===== src/rtl/rp_pkg.sv =====
// Shared types and helpers for the random-projection pruning path (segment FSM and HV assembler).
package rp_pkg;

    localparam int unsigned DEF_SEG_W           = 64;
    localparam int unsigned DEF_SEQ_CYCLE_COUNT = 4;

    typedef enum logic [1:0] {
        S_IDLE    = 2'd0,
        S_COLLECT = 2'd1,
        S_HOLD    = 2'd2
    } asm_state_t;

    // Segment counter width; a single-segment sequence still needs a 1-bit index
    function automatic int unsigned ctr_w(input int unsigned n);
        return (n <= 1) ? 1 : $clog2(n);
    endfunction

endpackage


===== src/rtl/rp_seg_bank.sv =====
// SEQ_CYCLE_COUNT x SEG_W segment register bank with one-hot write decode and a flat read port.
module rp_seg_bank
    import rp_pkg::*;
#(
    parameter int unsigned SEG_W           = DEF_SEG_W,
    parameter int unsigned SEQ_CYCLE_COUNT = DEF_SEQ_CYCLE_COUNT,
    parameter int unsigned CTR_W           = ctr_w(SEQ_CYCLE_COUNT),
    parameter int unsigned DIM             = SEG_W * SEQ_CYCLE_COUNT
) (
    input  logic             clk,
    input  logic             we,
    input  logic [CTR_W-1:0] idx,
    input  logic [SEG_W-1:0] wdata,
    output logic [DIM-1:0]   rdata
);

    logic [SEQ_CYCLE_COUNT-1:0] sel;
    logic [SEG_W-1:0]           slots [SEQ_CYCLE_COUNT];

    always_comb begin
        sel = '0;
        for (int unsigned k = 0; k < SEQ_CYCLE_COUNT; k++) begin
            sel[k] = we && (idx == CTR_W'(k));
        end
    end

    // Payload storage carries no reset; validity is tracked by the control FSM
    always_ff @(posedge clk) begin
        for (int unsigned k = 0; k < SEQ_CYCLE_COUNT; k++) begin
            if (sel[k]) begin
                slots[k] <= wdata;
            end
        end
    end

    always_comb begin
        rdata = '0;
        for (int unsigned k = 0; k < SEQ_CYCLE_COUNT; k++) begin
            rdata[k*SEG_W +: SEG_W] = slots[k];
        end
    end

endmodule


===== src/rtl/rp_hv_assembler.sv =====
// Reassembles ordered pruning segments into one hypervector with a valid/ready output.
// Optional segment parity checking is enabled by defining RP_ASM_PARITY_EN.
module rp_hv_assembler
    import rp_pkg::*;
#(
    parameter int unsigned SEG_W           = DEF_SEG_W,
    parameter int unsigned SEQ_CYCLE_COUNT = DEF_SEQ_CYCLE_COUNT,
    parameter int unsigned CTR_W           = ctr_w(SEQ_CYCLE_COUNT),
    parameter int unsigned DIM             = SEG_W * SEQ_CYCLE_COUNT
) (
    input  logic             clk,
    input  logic             rst,
    input  logic             en,
    input  logic             seg_valid,
    input  logic [CTR_W-1:0] seg_idx,
    input  logic [SEG_W-1:0] seg_data,
    output logic             seg_ready,
    output logic             hv_valid,
    input  logic             hv_ready,
    output logic [DIM-1:0]   hv_data,
    output logic             seq_err,
    output logic             busy
`ifdef RP_ASM_PARITY_EN
    ,
    input  logic             seg_par,
    output logic             par_err
`endif
);

    localparam logic [CTR_W-1:0] LAST_IDX    = CTR_W'(SEQ_CYCLE_COUNT - 1);
    localparam logic [CTR_W-1:0] START_EXP   = (SEQ_CYCLE_COUNT == 1) ? CTR_W'(0) : CTR_W'(1);
    localparam asm_state_t       START_STATE = (SEQ_CYCLE_COUNT == 1) ? S_HOLD : S_COLLECT;

    asm_state_t       state;
    logic [CTR_W-1:0] exp_idx;
    logic [DIM-1:0]   bank_data;
    logic             acc_c;
    logic             par_ok_c;
    logic             start_c;
    logic             match_c;
    logic             bad_c;

    assign seg_ready = (state != S_HOLD) || hv_ready;
    assign acc_c     = seg_valid && seg_ready && en;

`ifdef RP_ASM_PARITY_EN
    assign par_ok_c = ((^seg_data) == seg_par);
`else
    assign par_ok_c = 1'b1;
`endif

    // Index 0 always opens a fresh HV; in S_COLLECT exp_idx is never 0, so this is a restart there
    assign start_c = acc_c && par_ok_c && (seg_idx == '0);
    assign match_c = acc_c && par_ok_c && (state == S_COLLECT) && (seg_idx == exp_idx);
    assign bad_c   = acc_c && !start_c && !match_c;

    always_ff @(posedge clk or posedge rst) begin
        if (rst) begin
            state   <= S_IDLE;
            exp_idx <= '0;
            seq_err <= 1'b0;
`ifdef RP_ASM_PARITY_EN
            par_err <= 1'b0;
`endif
        end else if (!en) begin
            seq_err <= 1'b0;
`ifdef RP_ASM_PARITY_EN
            par_err <= 1'b0;
`endif
        end else begin
            seq_err <= bad_c || (start_c && (state == S_COLLECT));
`ifdef RP_ASM_PARITY_EN
            par_err <= acc_c && !par_ok_c;
`endif
            if (start_c) begin
                state   <= START_STATE;
                exp_idx <= START_EXP;
            end else if (match_c) begin
                if (exp_idx == LAST_IDX) begin
                    state   <= S_HOLD;
                    exp_idx <= '0;
                end else begin
                    exp_idx <= exp_idx + CTR_W'(1);
                end
            end else if (bad_c) begin
                state   <= S_IDLE;
                exp_idx <= '0;
            end else if ((state == S_HOLD) && hv_ready) begin
                state <= S_IDLE;
            end
        end
    end

    rp_seg_bank #(
        .SEG_W           (SEG_W),
        .SEQ_CYCLE_COUNT (SEQ_CYCLE_COUNT),
        .CTR_W           (CTR_W),
        .DIM             (DIM)
    ) u_bank (
        .clk   (clk),
        .we    (start_c || match_c),
        .idx   (seg_idx),
        .wdata (seg_data),
        .rdata (bank_data)
    );

    assign hv_valid = (state == S_HOLD);
    assign busy     = (state == S_COLLECT);
    assign hv_data  = hv_valid ? bank_data : '0;

endmodule


===== config.mk =====
export PLATFORM = sky130hd
export DESIGN_NAME = rp_hv_assembler
export DESIGN_NICKNAME = d
export VERILOG_FILES = /design/src/rtl/rp_pkg.sv /design/src/rtl/rp_seg_bank.sv /design/src/rtl/rp_hv_assembler.sv
export SDC_FILE = /design/constraint.sdc
export NUM_CORES = 1
export LEC_CHECK = 0
export ABC_AREA = 0
export BUFFER_PORTS_ARGS = -buffer_cell sky130_fd_sc_hd__buf_2
export CAP_MARGIN = 15
export CORE_ASPECT_RATIO = 0.9
export CORE_MARGIN = 2
export CORE_UTILIZATION = 54
export CTS_CLUSTER_SIZE = 25
export DETAILED_ROUTE_END_ITERATION = 12
export PLACE_DENSITY = 0.87
export SLEW_MARGIN = 20
export SYNTH_ARGS = -nofsm -noshare
export SYNTH_HDL_FRONTEND = slang
export SYNTH_SLANG_ARGS = --single-unit

===== constraint.sdc =====
create_clock -name clk -period 16.97 [get_ports clk]
set_input_delay 0.8485 -clock clk [delete_from_list [all_inputs] [get_ports clk]]
set_output_delay 0.8485 -clock clk [all_outputs]
set_load 0.05 [all_outputs]

==> Yosys cells after proc, flatten, opt, wreduce, memory -nomap -nowiden <==
Memory sizes are Yosys's and may differ from the RTL's.
Index checks and enable logic that the tools add are counted.
{ "word_totals": {"register_bits": 5, "ramBits": 256, "inputBits": 71, "output_inout_bits": 260, "wordCells": 68, "n_memories": 1} }
{ "mem_list": {"columns": ["name", "words", "word_bits", "rd", "rd_clocked_by_memory_dff", "wr", "line", "source"], "rows": [
  ["u_bank.slots", 4, 64, 4, 0, 1, "rp_seg_bank.sv:18", "logic [SEG_W-1:0] slots [SEQ_CYCLE_COUNT];"]
]} }
{ "classes": {"n_addsub": 1, "n_eq_ne": 9, "n_mux": 28, "reduce_logical": 26} }
{ "ops": {"columns": ["operator", "n"], "rows": [
  ["$mux 256", 1],
  ["$mux 64", 3],
  ["$reduce_or 64->1", 3],
  ["$mux 2", 12],
  ["$logic_and 1x1->1", 13],
  ["$mux 1", 12],
  ["$eq 2x2->1 const B", 4],
  ["$eq 2x1->1 const B", 2],
  ["$reduce_bool 4->1", 1],
  ["$logic_or 1x1->1", 3],
  ["$ne 3x2->1 const B", 1],
  ["$reduce_and 3->1", 1],
  ["$reduce_bool 3->1", 1],
  ["$add 2x1->2 const B", 1],
  ["$eq 2x2->1", 1],
  ["$logic_not 1->1", 2],
  ["$logic_not 2->1", 1],
  ["$ne 2x2->1 const B", 1],
  ["$reduce_and 2->1", 1]
]} }

==> Longest topological paths before layout <==
Gate-level depths: netlist (run 1).
{ "depth": {"depth_word": 14, "depth_mapped": 5, "mapped_depth_nobuf": 4} }

==> Cells and area by module <==
From an unflattened synthesis (run 1), not the netlist that was laid out.
{ "hier_totals": {"hier_cells": 580, "hier_area_um2": 9798.1} }
{ "by_module_without_submodules": {"columns": ["module", "n_inst", "cells_each", "area_per_inst_um2", "seq_area_each_um2"], "rows": [
  ["rp_seg_bank", 1, 260, 7724.9, 7687.4],
  ["rp_hv_assembler", 1, 320, 2073.2, 125.1]
]} }

==> Least setup slack after synthesis (run 1) <==
No wires, ideal clock.
{ "synth_timing": {"path_type": "input to register", "startpoint": "input port en", "endpoint": "memory u_bank.slots[0][0] (netlist name) (enable)", "setup_time_ps": 565, "arrival_ps": 5436, "required_ps": 16405, "slack_ps": 10968, "stages": 3, "n_path_buf": 0, "cell_sequence": "nand2_1 a21o_1 nor3_1"} }
{ "synth_via": {"word_cells_on_any_way": 26, "cone_classes": "mux: 14; reduce/logical: 12"} }
{ "synth_rtl": {"columns": ["element", "line", "source"], "rows": [
  ["from (decl)", "rp_hv_assembler.sv:13", "input logic en,"],
  ["$logic_and 1x1->1 *", "rp_hv_assembler.sv:44", "assign acc_c = seg_valid && seg_ready && en;"],
  ["$logic_and 1x1->1 (2 in a row)", "rp_hv_assembler.sv:54", "assign match_c = acc_c && par_ok_c && (state == S_COLLECT) && (seg_idx == exp_idx);"],
  ["$logic_or 1x1->1 *", "rp_hv_assembler.sv:101", ".we (start_c || match_c),"],
  ["$logic_and 1x1->1 *", "rp_seg_bank.sv:23", "sel[k] = we && (idx == CTR_W'(k));"],
  ["via u_bank.sel[0]", "rp_seg_bank.sv:17", "logic [SEQ_CYCLE_COUNT-1:0] sel;"],
  ["$mux 1 *", "rp_seg_bank.sv:30", "if (sel[k]) begin"],
  ["$mux 1 (not written as such) *", "rp_seg_bank.sv:31", "slots[k] <= wdata;"],
  ["$mux 1 (no source line) * (3 in a row)", null, null],
  ["to (decl)", "rp_seg_bank.sv:18", null]
]} }
The timed path passes the listed nets; every way through them passes the cells marked *.

==> Final worst setup path (run 1) <==
{ "layout_timing": {"startpoint": "register state[0]", "endpoint": "output port hv_data[61]"} }
{ "layout_via": {"elab_chain_cells": 2} }
{ "layout_rtl": {"columns": ["element", "line", "source"], "rows": [
  ["from (decl)", "rp_hv_assembler.sv:34", "asm_state_t state;"],
  ["from (signal assigned)", "rp_hv_assembler.sv:59", "state <= S_IDLE;"],
  ["from (signal assigned)", "rp_hv_assembler.sv:76", "state <= START_STATE;"],
  ["from (signal assigned)", "rp_hv_assembler.sv:80", "state <= S_HOLD;"],
  ["$eq 2x2->1", "rp_hv_assembler.sv:107", "assign hv_valid = (state == S_HOLD);"],
  ["$mux 256", "rp_hv_assembler.sv:109", "assign hv_data = hv_valid ? bank_data : '0;"],
  ["to (decl)", "rp_hv_assembler.sv:20", "output logic [DIM-1:0] hv_data,"]
]} }
Every way passes these cells.

==> results of run 1 <==
## metal layers
layer  GRT usage  up-vias  routed length, um
met4      0.0604        2                563
li1            -     2714                  -
met2       0.379      329              11000
met5           0        -                 13
met3      0.0716       48               2270
met1       0.279     2807               8120
## registers in the layout, summed over array words and instances (netlist names)
name	flops
u_bank.slots	256
state	2
seq_err	1
exp_idx	2
## Yosys cell counts
cell type | count | area, sq um
a21o_1 | 1 | 7.51
a22o_1 | 1 | 8.76
a31oi_1 | 1 | 6.26
a32o_1 | 1 | 10.0
a32oi_1 | 1 | 8.76
and2_1 | 256 | 1600
and2b_1 | 1 | 7.51
and3_1 | 1 | 6.26
buf_4 | 2 | 15.0
buf_6 | 3 | 33.8
clkbuf_1 | 23 | 86.3
clkbuf_2 | 2 | 10.0
dfrtp_1 | 5 | 125
edfxtp_1 | 256 | 7690
ha_1 | 1 | 12.5
inv_1 | 3 | 11.3
mux2_2 | 1 | 11.3
nand2_1 | 3 | 11.3
nand2b_1 | 1 | 6.26
nand4b_1 | 1 | 8.76
nand4bb_1 | 1 | 11.3
nor2_1 | 3 | 11.3
nor2b_1 | 1 | 6.26
nor3_1 | 4 | 20.0
nor3b_2 | 2 | 25.0
nor4_1 | 1 | 6.26
nor4b_1 | 1 | 8.76
o21ai_1 | 1 | 5.00
or3_4 | 1 | 11.3
or4b_1 | 1 | 10.0
xor2_2 | 1 | 16.3
xor2_4 | 1 | 27.5
## cells in the final DEF (no fill, tap or decap), types with 2 or more instances in the layout
cell type | netlist | layout
clkinvlp_4 | 0 | 2
inv_1 | 3 | 3
nor3_1 | 4 | 3
buf_2 | 0 | 330
clkbuf_16 | 0 | 27
edfxtp_1 | 256 | 256
clkinv_2 | 0 | 5
clkinv_1 | 0 | 5
and2_1 | 256 | 256
nor3b_4 | 0 | 2
bufinv_16 | 0 | 2
buf_4 | 2 | 7
dfrtp_1 | 5 | 5
nor2_1 | 3 | 3
clkbuf_1 | 23 | 6
nand2_1 | 3 | 3
## logic make-up after synthesis
kind of cell / count (synthesis) / synth area share
adder cells (fa/ha/maj): 1 / 0.00127
AO/OA/AOI/OAI: 6 / 0.00471
XOR/XNOR: 2 / 0.00445
buffers and inverters: 33 / 0.0159
AND/OR/NAND/NOR: 278 / 0.178
multiplexers: 1 / 0.00114
flip-flops: 261 / 0.794
## layout make-up
cell class | count | area [sq um] | area share
Timing Repair Buffer | 337 | 1700 | 0.136
Antenna cell | 1 | 2.50 | 0.000200
Inverter | 3 | 11.3 | 0.000898
Sequential cell | 261 | 7810 | 0.623
Tap cell | 240 | 300 | 0.0239
Clock inverter | 14 | 119 | 0.00948
Multi-Input combinational cell | 288 | 1890 | 0.151
Clock buffer | 33 | 698 | 0.0557
## worst max-delay path by stage
stage,from,end,slack (ns),cells past startpoint
after floorplan,en,u_bank.slots[0][0]$_DFFE_PP_,10.97,3
after global placement,state[0]$_DFFE_PP0P_,hv_data[9],13.47,5
after detailed placement,state[0]$_DFFE_PP0P_,hv_data[188],13.41,5
after CTS,state[0]$_DFFE_PP0P_,hv_data[6],12.85,5
after global routing,state[0]$_DFFE_PP0P_,hv_data[6],12.57,5
final,state[0]$_DFFE_PP0P_,hv_data[61],12.86,5
## worst max-delay path, stage by stage, from the launching register on
cell and delay [ns]:
dfrtp_1 0.44, nor2b_4 0.16, buf_4 0.60, buf_4 0.85
and2_1 0.26, buf_2 0.28
## report_power, final
group	internal [mW]	total (mW)	switching, mW	leakage [nW]
Sequential	0.720	0.725	0.00443	2.37
Combinational	0.0141	0.0471	0.0329	2.64
Clock	0.320	0.543	0.223	0.396
==> impl_results.md, run 1 <==
- Status: finished clean
- Final slew viol count: 0
- Synth Register Bits: 261
- Final Total Pwr: 1.31 mW
- Io pins: 331
- Final Non-Filler Cells: 1177
- Cell variety after synth: 32
- Placed cells: 1129
- Worst-Skew Late Latency: 0.51 ns
- Starting Density: 0.555
- Post-synthesis cell area: about 10000 sq um
- Residual DRC count: 0
- Syn_nets: 654
- Worst setup EP type: output port
- Drt first pass iters: 5
- CP Data Required Time: 16.12 ns
- Average wire per cell in the routed design: 18.7 um
- Via density per instance: approximately 5
- Iter 0 DRT Violations: 381
- Crit path max fanout: approximately 140
- Post-DP HPWL: 14400 um
- Setup WS pre-CTS: 13.41 ns
- Synth-to-Final Area Change: 27.5%
- Maximum Capacitance Violations: 0
- Hold WC Path Type: in -> async
- Site Rows: 46
- RSZ-0062 raised after global routing: no
- Routed Antenna Nets: 0
- Placed instance area: 11700 sq um
- Die width: 146 um
- Setup TNS: 0 ns
- Routed Wire Length: about 22000 um
- Critical Path Source Type: flop
- Bufs on Longest Clock Path: 3
- Worst reg-to-reg setup slack: roughly 14 ns
- Fillers: 1155
- Clock root cell: clkbuf_16
- Hold_ws: ~0.25 ns
- Worst Reg2Reg Path Length in Cells: 4
- Fin crit share: 0.242
- Initial antenna violation count: 2
- Yosys warning total: 0
- Total via count in the routed design: 5900
- Max frequency: 243 MHz
- Final GP Congestion: 0.829
- Layout cell share with drive strength beyond 1: 0.408
- Post-CTS Setup Repair Bufs: 0
- Worst Setup Path Type: reg -> out
- Fin area: 12500 sq um
- Skew final: 0.00626 ns
- Post-CTS Hold Buffers: 0
- # nets final: 989
- Final min period: 4.11 ns
- Inserted Clock Buffers: 26
- Final hold vios: 0
- CTS clk-pin slew, worst paths: 0.06 ns
- Setup-failing EPs final: 0
- TritonCTS clock tree: yes
- Avg Cell Area, Syn: between 15 and 20 sq um
- GRT Overall Usage: 0.223
- Static Leak: approximately 5.4 nW
- Slew @ Worst Pin: between 1 and 1.5 ns
- Synth Instances: 582
- # port buffers: 330
- First-pass GRT wire length: ~33000 um
- Max VDD drop: 94.1 uV
- Seq/Total Area, Yosys: 0.794
- CTS HTree Levels: 1
- Post-CTS Resized: 0
- Final Core Density: 0.707
- CTS sink cnt: 261
- Die Height: approximately 130 um
- Reg2Reg Capture Point: u_bank.slots[1][26]$_DFFE_PP_
- Max-slew headroom: 0.328
- Fin worst setup slack: between 10 and 15 ns
- Core Area: 17700 sq um
- Full die area: a little under 20000 sq um
- Number of global-route vias before repair: 5857
- PD cells: 105 nW/um^2
- Largest net degree at the start of global routing: 142
- Critical register-to-register path startpoint: state[1]$_DFFE_PP0P_
- CP arrival: 3.26 ns
- Global route overflow: 0
(Power assumes the default switching activity.)
==> inputs of run 2 (changes only) <==
--- a/config.mk
+++ b/config.mk
@@ -10,10 +10,10 @@
 export CAP_MARGIN = 15
 export CORE_ASPECT_RATIO = 0.9
 export CORE_MARGIN = 2
-export CORE_UTILIZATION = 54
+export CORE_UTILIZATION = 45
 export CTS_CLUSTER_SIZE = 25
 export DETAILED_ROUTE_END_ITERATION = 12
-export PLACE_DENSITY = 0.87
+export PLACE_DENSITY = 0.77
 export SLEW_MARGIN = 20
 export SYNTH_ARGS = -nofsm -noshare
 export SYNTH_HDL_FRONTEND = slang
==> constraint.sdc (replaced) <==
create_clock -name clk -period 3.7 [get_ports clk]
set_input_delay 0.185 -clock clk [delete_from_list [all_inputs] [get_ports clk]]
set_output_delay 0.185 -clock clk [all_outputs]
set_load 0.05 [all_outputs]
==> impl_results.md, run 2 (synthesis results as in run 1) <==
- Crit path max fanout: 258
- Clock root cell: clkbuf_16
- Full die area: 23100 sq um
- Max VDD drop: 392 uV
- Fillers: around 1600
- Post-CTS Setup Repair Bufs: 0
- Site Rows: 51
- Residual DRC count: 0
- Iter 0 DRT Violations: approximately 340
- Number of global-route vias before repair: 6201
- Top reg by flops: u_bank.slots
- FF/Latch Area: 7810 sq um
- Multi-input gate area: 1900 sq um
- Largest net degree at the start of global routing: approximately 260
- Final slew viol count: 0
- # nets final: 1056
- CP Data Required Time: 3.51 ns
- Final Non-Filler Cells: 1295
- Routed Wire Length: around 23000 um
- CTS clk-pin slew, worst paths: 0.06 ns
- Inserted Clock Buffers: 26
- Largest regs: u_bank.slots (256), exp_idx (2), state (2)
- Synth-to-Final Area Change: 36.7%
- Final min period: 2.50 ns
- Slew @ Worst Pin: ~0.8 ns
- Worst setup EP type: output port
- Final Total Pwr: 6.48 mW
- Hold_ws: approximately 0.052 ns
- GRT Overall Usage: 0.188
- Via density per instance: 4.75
- CTS sink cnt: 261
- Core Area: 21600 sq um
- Worst-Skew Late Latency: 0.52 ns
- Ant diodes: 0
- Die width: between 150 and 200 um
- Final GP Congestion: 0.766
- Most common cell after layout, fill and taps aside: buf_2
- # port buffers: 330
- Most frequent cells in the layout: 330 x buf_2, 256 x and2_1, 256 x edfxtp_1
- Total via count in the routed design: 6146
- CP arrival: roughly 2.3 ns
- Final hold vios: 0
- Critical Path Source Type: flop
- Placed cells: 1181
- Starting Density: 0.456
- Setup-failing EPs final: 0
- Max-slew headroom: 0.462
- Layout cell share with drive strength beyond 1: 0.389
- Routed Antenna Nets: 0
- Maximum Capacitance Violations: 0
- Static Leak: slightly below 6 nW
- Setup TNS: 0 ns
- Io pins: roughly 330
- Skew final: between 0.007 and 0.008 ns
- Worst Setup Path Type: reg -> out
- Average wire per cell in the routed design: about 18 um
- Max frequency: between 300 and 400 MHz
- Bufs on Longest Clock Path: 3
- Hold WC Path Type: in -> reg
- PD cells: 482 nW/um^2
- First-pass GRT wire length: 33800 um
- Post-DP HPWL: roughly 14000 um
- Initial antenna violation count: 0
- TritonCTS clock tree: yes
- Max reg flops: 256
- RSZ-0062 raised after global routing: no
- CTS HTree Levels: 1
- Status: finished clean
- Global route overflow: 0
- Drt first pass iters: 4
- Fin crit share: 0.677
- Die Height: 144 um
==> run 2: repair_timing <==
action,4_1_cts,5_1_grt
endpoints found under the hold margin,262,0
hold buffers,66,0
gates resized for setup,0,0
==> run 2: cell type report <==
cell class,count,area share
multi-input combinational,288,0.141
tap,291,0.0271
timing repair buffer,404,0.178
clock buffer,28,0.0505
sequential,261,0.581
inverter,3,0.000838
clock inverter,20,0.0208
==> run 2: critical path: stages (launching register included) <==
cell     delay [ns]
dfrtp_1        0.45
nor2b_4        0.17
buf_12         0.56
and2_1         0.25
buf_2          0.28
==> run 2: worst paths after layout <==
kind | startpoint | end | slack (ns) | cells after the start
max reg2reg | state[1]$_DFFE_PP0P_ | u_bank.slots[3][51]$_DFFE_PP_ | 1.42 | 4
min in group asynchronous | rst | state[0]$_DFFE_PP0P_ | 0.14 | 3
min reg2reg | exp_idx[1]$_DFFE_PP0P_ | exp_idx[1]$_DFFE_PP0P_ | 0.58 | 1
max in group asynchronous | rst | exp_idx[0]$_DFFE_PP0P_ | 3.35 | 3
max | state[0]$_DFFE_PP0P_ | hv_data[104] | 1.20 | 4
min | seg_valid | state[0]$_DFFE_PP0P_ | 0.05 | 3
==> run 2: stage by stage <==
stage                     utilization  area [sq um]  setup slack (ns)
final                           0.623         13400              1.20
after floorplan                     -          9850            -0.112
after CTS                       0.623         13400              1.19
after global routing            0.623         13400              1.05
after detailed placement        0.548         11800              1.44
after global placement          0.548         11800              1.47
==> run 2: layer usage <==
layer | GRT usage | part of all wire | wire length (um)
met3 | 0.0482 | 0.068 | 1540
met2 | 0.337 | 0.51 | 11700
met1 | 0.221 | 0.38 | 8690
met4 | 0.0702 | 0.036 | 816
met5 | 0 | 0 | 0
==> run 2: report_power, final <==
| group | internal, mW | switching [mW] | total [mW] |
|---|---|---|---|
| clock network | 1.82 | 1.06 | 2.88 |
| logic | 0.112 | 0.166 | 0.277 |
| registers | 3.30 | 0.0189 | 3.32 |
